$ cat config.mk
export PLATFORM = sky130hd
export DESIGN_NAME = poly1305_verify
export DESIGN_NICKNAME = d
export VERILOG_FILES = /design/src/rtl/poly1305_verify.sv
export SDC_FILE = /design/constraint.sdc
export NUM_CORES = 2
export LEC_CHECK = 0
export BUFFER_PORTS_ARGS = -buffer_cell sky130_fd_sc_hd__buf_2
export CORE_AREA = 3 3 409 411
export DETAILED_ROUTE_END_ITERATION = 6
export DIE_AREA = 0 0 412 414
export PLACE_DENSITY = 0.41
export SYNTH_ARGS = -nofsm -noshare
export SYNTH_HDL_FRONTEND = slang
export SYNTH_SLANG_ARGS = --single-unit
$ cat constraint.sdc
create_clock -name clk -period 3.5 [get_ports clk]
set_input_delay 0.35 -clock clk [delete_from_list [all_inputs] [get_ports clk]]
set_output_delay 0.35 -clock clk [all_outputs]
set_load 0.02 [all_outputs]
$ cat src/rtl/poly1305_verify.sv
`timescale 1ns/1ps
`default_nettype none
// ============================================================================
// Module      : poly1305_verify
// Description : Sequencer that feeds a message, block by block, to an external
//               Poly1305 core, then compares the core's final tag against a
//               received tag in constant time.
//               - Pads short blocks (byte n = 0x01, remainder zero).
//               - Bounds each core transaction with a TIMEOUT-cycle watchdog.
//               - Treats an empty message as tag = s.
// Ports       : clk, rst_i             clock, synchronous active-high reset
//               start, key_r, key_s    begin message, one-time key halves
//               in_valid/in_ready/in_data/in_bytes/in_last, tag_in
//                                      message beat stream and received tag
//               core_r/core_s/core_m/core_fb/core_ld/core_first
//                                      block request to the Poly1305 core
//               core_p, core_rdy       core result
//               busy, done, tag_ok, err
//                                      status
// Revision    : 1.0 - initial release
// ============================================================================
module poly1305_verify #(
    parameter int TIMEOUT = 255
) (
    input  logic         clk,
    input  logic         rst_i,
    input  logic         start,
    input  logic [127:0] key_r,
    input  logic [127:0] key_s,
    input  logic         in_valid,
    output logic         in_ready,
    input  logic [127:0] in_data,
    input  logic [4:0]   in_bytes,
    input  logic         in_last,
    input  logic [127:0] tag_in,
    output logic [127:0] core_r,
    output logic [127:0] core_s,
    output logic [127:0] core_m,
    output logic         core_fb,
    output logic         core_ld,
    output logic         core_first,
    input  logic [127:0] core_p,
    input  logic         core_rdy,
    output logic         busy,
    output logic         done,
    output logic         tag_ok,
    output logic         err
);

    localparam int c_cnt_w = $clog2(TIMEOUT + 1);
    localparam logic [c_cnt_w-1:0] c_cnt_last = c_cnt_w'(TIMEOUT - 1);
    localparam logic [c_cnt_w-1:0] c_cnt_one  = c_cnt_w'(1);

    typedef enum logic [2:0] {
        IDLE      = 3'd0,
        WAIT_DATA = 3'd1,
        ISSUE     = 3'd2,
        WAIT_CORE = 3'd3,
        COMPARE   = 3'd4,
        FIN       = 3'd5
    } state_t;

    state_t               state_q, state_d;
    logic [127:0]         key_r_q, key_r_d;
    logic [127:0]         key_s_q, key_s_d;
    logic                 first_q, first_d;     // next block is the message's first
    logic                 last_q, last_d;       // block in flight carries in_last
    logic                 pend_q, pend_d;       // zero-byte last beat: tag select step
    logic [127:0]         m_q, m_d;
    logic                 fb_q, fb_d;
    logic                 cfirst_q, cfirst_d;
    logic [127:0]         tag_q, tag_d;
    logic [127:0]         tagin_q, tagin_d;
    logic [c_cnt_w-1:0]   cnt_q, cnt_d;
    logic                 ok_q, ok_d;
    logic                 err_q, err_d;

    // Keep the low n bytes, place the 0x01 terminator at byte n, zero the rest.
    // For n = 16 the block passes through unchanged.
    function automatic logic [127:0] pad_block(input logic [127:0] d, input logic [4:0] n);
        logic [127:0] r;
        r = '0;
        for (int k = 0; k < 16; k++) begin
            if (5'(k) < n) begin
                r[8*k +: 8] = d[8*k +: 8];
            end else if (5'(k) == n) begin
                r[8*k +: 8] = 8'h01;
            end
        end
        return r;
    endfunction

    always_ff @(posedge clk) begin
        if (rst_i) begin
            state_q  <= IDLE;
            key_r_q  <= '0;
            key_s_q  <= '0;
            first_q  <= 1'b0;
            last_q   <= 1'b0;
            pend_q   <= 1'b0;
            m_q      <= '0;
            fb_q     <= 1'b0;
            cfirst_q <= 1'b0;
            tag_q    <= '0;
            tagin_q  <= '0;
            cnt_q    <= '0;
            ok_q     <= 1'b0;
            err_q    <= 1'b0;
        end else begin
            state_q  <= state_d;
            key_r_q  <= key_r_d;
            key_s_q  <= key_s_d;
            first_q  <= first_d;
            last_q   <= last_d;
            pend_q   <= pend_d;
            m_q      <= m_d;
            fb_q     <= fb_d;
            cfirst_q <= cfirst_d;
            tag_q    <= tag_d;
            tagin_q  <= tagin_d;
            cnt_q    <= cnt_d;
            ok_q     <= ok_d;
            err_q    <= err_d;
        end
    end

    always_comb begin
        state_d  = state_q;
        key_r_d  = key_r_q;
        key_s_d  = key_s_q;
        first_d  = first_q;
        last_d   = last_q;
        pend_d   = pend_q;
        m_d      = m_q;
        fb_d     = fb_q;
        cfirst_d = cfirst_q;
        tag_d    = tag_q;
        tagin_d  = tagin_q;
        cnt_d    = cnt_q;
        ok_d     = ok_q;
        err_d    = err_q;

        case (state_q)
            IDLE: begin
                if (start) begin
                    key_r_d = key_r;
                    key_s_d = key_s;
                    first_d = 1'b1;
                    ok_d    = 1'b0;
                    err_d   = 1'b0;
                    state_d = WAIT_DATA;
                end
            end

            WAIT_DATA: begin
                if (in_valid) begin
                    if ((in_bytes > 5'd16) || ((in_bytes == 5'd0) && !in_last)) begin
                        err_d   = 1'b1;
                        state_d = FIN;
                    end else begin
                        last_d = in_last;
                        if (in_last) begin
                            tagin_d = tag_in;
                        end
                        if (in_bytes == 5'd0) begin
                            // No block to issue; the tag source is chosen in
                            // the first COMPARE cycle.
                            pend_d  = 1'b1;
                            state_d = COMPARE;
                        end else begin
                            m_d      = pad_block(in_data, in_bytes);
                            fb_d     = (in_bytes == 5'd16);
                            cfirst_d = first_q;
                            state_d  = ISSUE;
                        end
                    end
                end
            end

            ISSUE: begin
                // The ISSUE cycle itself counts toward the watchdog.
                cnt_d   = c_cnt_one;
                state_d = WAIT_CORE;
            end

            WAIT_CORE: begin
                if (core_rdy) begin
                    tag_d   = core_p;
                    first_d = 1'b0;
                    state_d = last_q ? COMPARE : WAIT_DATA;
                end else if (cnt_q >= c_cnt_last) begin
                    err_d   = 1'b1;
                    state_d = FIN;
                end else begin
                    cnt_d = cnt_q + 1'b1;
                end
            end

            COMPARE: begin
                if (pend_q) begin
                    // Empty message: the tag is s alone.
                    pend_d = 1'b0;
                    if (first_q) begin
                        tag_d = key_s_q;
                    end
                end else begin
                    // Full-width reduction, no data-dependent early exit.
                    ok_d    = ~|(tag_q ^ tagin_q);
                    state_d = FIN;
                end
            end

            FIN: begin
                state_d = IDLE;
            end

            default: begin
                state_d = IDLE;
            end
        endcase
    end

    assign in_ready   = (state_q == WAIT_DATA);
    assign core_ld    = (state_q == ISSUE);
    assign busy       = (state_q != IDLE);
    assign done       = (state_q == FIN);
    assign core_r     = key_r_q;
    assign core_s     = key_s_q;
    assign core_m     = m_q;
    assign core_fb    = fb_q;
    assign core_first = cfirst_q;
    assign tag_ok     = ok_q;
    assign err        = err_q;

endmodule
`default_nettype wire

Yosys cells after proc, flatten, opt, wreduce, memory -nomap -nowiden
Index checks and enable logic that the tools add are counted.
Cells by class
  reductions and logical operators: 25
  magnitude comparators: 18
  add/subtract/negate cells: 1
  equal/unequal tests: 34
  bitwise operators: 3
  multiplexer cells: 62
Operators with widths (count)
  2-to-1 mux 128 bit: 3
  case mux 128 bit (2 select lines): 1
  2-to-1 mux 8 bit: 18
  OR reduction 128 bit: 1
  XOR 128 bit: 1
  == test 4 x 5 -> 1 bit, first input constant: 8
  < comparator 4 x 5 -> 1 bit, first input constant: 8
  2-to-1 mux 1 bit: 26
  2-to-1 mux 3 bit: 8
  == test 3 x 5 -> 1 bit, first input constant: 4
  < comparator 3 x 5 -> 1 bit, first input constant: 4
  != test 2 bit, second input constant: 10
  AND reduction 4 bit: 5
  case mux 8 bit (2 select lines): 1
  case mux 3 bit (5 select lines): 1
  AND reduction 3 bit: 4
  == test 2 x 5 -> 1 bit, first input constant: 2
  < comparator 1 x 5 -> 1 bit, first input constant: 2
  < comparator 2 x 5 -> 1 bit, first input constant: 2
  nonzero test 2 bit: 5
  adder 8 x 1 -> 8 bit, second input constant: 1
  greater-or-equal comparator 8 bit, second input constant: 1
  == test 3 x 2 -> 1 bit, second input constant: 2
  == test 3 bit, second input constant: 2
  17 further kinds: 23
Word-level totals
  flip-flop bits (word level): 658

Longest topological paths before layout
  word-level depth: 6
  mapped depth: 9
  gate-level depth less buffers: 8

Worst setup path before layout
No wires, ideal clock.
  path kind: register to register
  start: register state_q[1]
  end: register cnt_q[5]
  clock period less this slack: 2022 ps
  path buffers: 1
  cell stages (with the launch flop): 8
  setup slack: 1478 ps
  arrival time: 1901 ps
  required time: 3379 ps
  cell sequence: dfxtp_1 > buf_2 > inv_2 > nor3_1 > o2111ai_1 > nor2_1 > xnor2_1 > nor2_1
On the way
  longest elaborated chain between the ends: 3
RTL lines
  start, declared: RTL line 63  | state_t state_q, state_d;
  start signal, assigned: RTL line 110  | state_q <= state_d;
  == test 3 x 2 -> 1 bit *
  net core_ld: RTL line 40  | output logic core_ld,
  nonzero test 2 bit (no source line)
  AND reduction 3 bit (no source line)
  end signal, assigned: RTL line 121  | cnt_q <= cnt_d;
  end, declared: RTL line 74  | logic [c_cnt_w-1:0] cnt_q, cnt_d;
Mark *: on every way through the listed nets, which the timed path passes. The rest lies on a longest branch.
A chain may end at the register's enable or synchronous reset.

Final worst setup path
  start: register state_q[0]
  end: register tagin_q[40]
On the way
  longest elaborated chain between the ends: 2
RTL lines
  == test 3 x 1 -> 1 bit: RTL line 143  | case (state_q)
  AND reduction 4 bit (no source line)
  end signal, assigned: RTL line 120  | tagin_q <= tagin_d;
  end, declared: RTL line 73  | logic [127:0] tagin_q, tagin_d;
Every way passes these cells.

==> summary by stage <==
Status
The flow ran to the end, and the final reports show no timing, DRC or antenna violations.

Worst hold path
The worst hold path was traced through 3 stages. The worst hold path endpoint is tag_q[121]. The worst hold path class is input pin to flip-flop. In this run the most critical hold path is launched from core_p[121].

Critical path
At the worst endpoint, the required time is 4.10 ns. Measured in cells, the most critical reg-to-reg path has a length of 7. The maximum fanout count along the critical path is 27. The launch point of the worst reg-to-reg path is state_q[0]. The arrival time reported for the critical path endpoint is 3.40 ns. For flop-to-flop paths, the worst setup slack is 0.69 ns. The category of the worst setup path launch point is a flip-flop. The worst register-to-register path ends at tagin_q[40]. The nature of the critical path endpoint is a flip-flop.

The type of the setup path with the least slack is flip-flop to flip-flop.

Routing
The number of nets with antenna violations after routing is 0. The first-pass iteration count of the detailed router is 6. The via count is 27820. In the routed layout, each cell is associated on average with a via count of 4.021. The average wire length per cell after detail routing is 20.77 um. For this run, design rule violations remaining after detail routing come to 0. The first routing iteration left 1482 violations.

The routed wire length is 143700 um.

Clock network
The clock-pin slew on the worst setup and hold paths is 0.06 ns. The root buffer cell is sky130_fd_sc_hd__clkbuf_16. Buffers added to address setup during post-CTS repair amount to 0. The clock latency on the worst-skew pair is 0.67 ns. The clock tree from TritonCTS is yes.

In this run, CTS created clock tree buffers numbering 85. The H-tree was split into 3 levels. Post-CTS repair changed the size of 0 cells. No sink is reached through more buffers than the 3 on the longest clock path. Counting every sink on the clock net gives 658. The post-cts hold buffer count is 540.

Global route
For this run the aggregate overflow at the end of global routing stands at 0. The met1 track demand over resource in global routing is 20.22%. met2 is the most crowded layer. For met2 alone, demand over resource in global routing was 26.92%. The overall global routing resource usage is 16.08%. The number of global-route vias before repair is 28100. The met3 track demand over resource in global routing is 3.283%.

The number of antenna violations at the first check in global routing is 50. The wire length of the first global-routing pass is 200300 um. The maximum number of pins on one net before global-route repair is 122.

Final layout
The final layout contains 5285 nets. The post-route netlist has 30.90% of its cells at a drive strength greater than 1. The area growth from synthesis to layout is 59.36%. The final core area utilization is 25.88%.

Synthesis
The cell area after synthesis is 26700 sq um. In the synthesized netlist the dominant register cell turns out to be sky130_fd_sc_hd__dfxtp_1. Synthesis instantiated 60 different standard cells from the library. The synthesized design contains 0 enable-type register cells.

The Yosys step of the flow raised 0 warnings. The synthesized design contains 658 register bits. Of the synthesized area, sequential elements account for 49.34%. The number of nets in the synthesized netlist is 3793. The average instance in the mapped netlist occupies 8.503 sq um. Synthesis handed over a netlist of 3140 instances. In the synthesized netlist the async set-or-reset flop fraction comes to 0%.

Timing
The final cycle utilization of the critical path is 80.16%. After routing, the total negative slack on setup checks comes to 0 ns. The number of max-slew violations in the final report is 0.

The number of hold violations in the final report is 0. The shortest period the worst path allows is 2.805 ns. For the pin with the worst max-slew slack, the measured transition is 0.8711 ns. Setup repair after global routing left no endpoint under its margin.

The worst pin sits at a relative slew slack of 41.39%. The number of failing setup endpoints in the final timing report is 0. The maximum clock skew at final layout is 0.03169 ns. For this run, the top clock speed supported by timing is 0.3564 GHz.

Power
The leakage power summed over all cells is 17.05 nW. The power per standard cell area is 493.4 nW/um^2. The maximum vdd drop is 0.0003486 V.

Die
The die is 414 um tall. For this configuration, the core starts out at a cell density of 16.24%. The die outline width is 412 um. The placeable core region is 164400 sq um. The count of pins on the block boundary is 1043. The placement row count is 149. The die area is 170600 sq um.

Run
The count of maximum capacitance violations is 0.

Place
The placer's final routability congestion estimate is 0.8682. The estimated wirelength of the detail-placed design is 109800 um. The port buffer count is 1042.
-- worst max-delay path by stage --
stage                      startpoint           end
after floorplan            state_q[1]      cnt_q[5]
after global placement    in_bytes[1]   tagin_q[29]
after detailed placement  in_bytes[1]  tagin_q[105]
after CTS                  state_q[1]       core_ld
after global routing       state_q[0]   tagin_q[36]
final                      state_q[0]   tagin_q[40]
-- layer usage --
metal | up-vias | share of wire [%]
met4 | 8 | 3.1
met5 | - | 0.031
met1 | 13160 | 44
li1 | 13600 | -
met3 | 210 | 5.7
met2 | 840 | 48
-- critical path, cell delays in order, from the launching register on --
cell                       delay [ns]
sky130_fd_sc_hd__dfxtp_1         0.58
sky130_fd_sc_hd__nand2b_1        0.23
sky130_fd_sc_hd__nor2_1          0.43
sky130_fd_sc_hd__and3_4          0.36
sky130_fd_sc_hd__and2_4          0.50
sky130_fd_sc_hd__buf_4           0.34
sky130_fd_sc_hd__nand2_1         0.11
sky130_fd_sc_hd__a21oi_2         0.12
-- logic make-up after synthesis --
logic type | after synthesis | share of synthesized area, %
fa+ha+maj | 2 | 0.09371
mux | 129 | 4.836
flops | 658 | 49.34
xor+xnor | 132 | 4.330
simple gates | 1275 | 20.11
buf+inv | 253 | 5.169
compound gates | 691 | 16.12
-- through the flow --
step	instance area, sq um	total power [mW]	cells	hold WS [ns]	setup WS (ns)
after floorplan	26700	9.836	3140	0.4369	1.478
after global placement	34110	11.34	6194	0.4357	0.7533
after detailed placement	34110	11.36	6194	0.4415	0.7145
after CTS	42480	21.41	6892	0.0001448	0.6595
after global routing	42540	21.97	6913	0.02656	0.3688
final	42550	20.99	6917	0.05784	0.6945
-- cells in the final DEF, fill, tap and decap left out, types with 6 or more instances in the layout --
cell type / netlist / routed
sky130_fd_sc_hd__clkbuf_8: 0 / 25
sky130_fd_sc_hd__bufinv_16: 0 / 6
sky130_fd_sc_hd__nand4_1: 27 / 27
sky130_fd_sc_hd__nand3_1: 94 / 93
sky130_fd_sc_hd__o211ai_1: 7 / 7
sky130_fd_sc_hd__xor2_1: 43 / 43
sky130_fd_sc_hd__diode_2: 0 / 25
sky130_fd_sc_hd__clkbuf_16: 0 / 85
sky130_fd_sc_hd__buf_2: 71 / 1041
sky130_fd_sc_hd__nand2_2: 80 / 80
sky130_fd_sc_hd__clkinv_2: 0 / 14
sky130_fd_sc_hd__nor3_1: 20 / 19
sky130_fd_sc_hd__nand2b_1: 10 / 10
sky130_fd_sc_hd__a211oi_1: 131 / 131
sky130_fd_sc_hd__buf_4: 8 / 50
sky130_fd_sc_hd__a21oi_2: 100 / 100
sky130_fd_sc_hd__dlygate4sd3_1: 0 / 540
sky130_fd_sc_hd__o21ai_0: 12 / 11
sky130_fd_sc_hd__mux2i_1: 129 / 129
sky130_fd_sc_hd__nor2_1: 178 / 177
sky130_fd_sc_hd__nor4_1: 15 / 15
sky130_fd_sc_hd__xnor2_1: 89 / 89
sky130_fd_sc_hd__clkbuf_1: 123 / 16
sky130_fd_sc_hd__dfxtp_1: 658 / 658
sky130_fd_sc_hd__a22oi_1: 7 / 7
sky130_fd_sc_hd__inv_1: 7 / 7
sky130_fd_sc_hd__and3_1: 10 / 9
sky130_fd_sc_hd__nand2_1: 822 / 821
sky130_fd_sc_hd__a21oi_1: 409 / 409
sky130_fd_sc_hd__buf_12: 9 / 18
-- area by class of cell --
class | instances | area [sq um]
inverter | 8 | 30.03
clock inverter | 32 | 439.2
fill | 18210 | 121900
timing repair buffer | 1650 | 11370
clock buffer | 126 | 2531
multi-input combinational | 2229 | 12210
antenna | 25 | 62.56
sequential | 658 | 13170
tap | 2189 | 2739
-- report_power, final --
| group | total (mW) | switching [mW] | leakage [nW] | internal, mW |
|---|---|---|---|---|
| Sequential | 8.14 | 0.274 | 5.35 | 7.86 |
| Combinational | 3.53 | 2.14 | 10.2 | 1.39 |
| Clock | 9.33 | 3.83 | 1.46 | 5.50 |
-- sequential cells by signal, indices dropped and copies added (netlist names) --
register / flops
cnt_q: 8
core_fb: 1
core_first: 1
core_m: 128
core_r: 128
core_s: 128
err: 1
first_q: 1
last_q: 1
pend_q: 1
state_q: 3
tag_ok: 1
tag_q: 128
tagin_q: 128
-- cells in the mapped netlist (15+ instances only) --
library cell / instances / share of area, %
sky130_fd_sc_hd__nand3_1: 94 / 1.8
sky130_fd_sc_hd__nor4_1: 15 / 0.35
sky130_fd_sc_hd__buf_6: 19 / 0.80
sky130_fd_sc_hd__mux2i_1: 129 / 4.8
sky130_fd_sc_hd__nand2_1: 822 / 12
sky130_fd_sc_hd__a21oi_1: 409 / 7.7
sky130_fd_sc_hd__buf_2: 71 / 1.3
sky130_fd_sc_hd__nor3_1: 20 / 0.37
sky130_fd_sc_hd__clkbuf_1: 123 / 1.7
sky130_fd_sc_hd__nand4_1: 27 / 0.63
sky130_fd_sc_hd__nor2_1: 178 / 2.5
sky130_fd_sc_hd__nand2_2: 80 / 1.9
sky130_fd_sc_hd__dfxtp_1: 658 / 49
sky130_fd_sc_hd__a211oi_1: 131 / 3.7
sky130_fd_sc_hd__xor2_1: 43 / 1.4
sky130_fd_sc_hd__xnor2_1: 89 / 2.9
sky130_fd_sc_hd__a21oi_2: 100 / 3.3
Power figures use the tool's default switching activity.
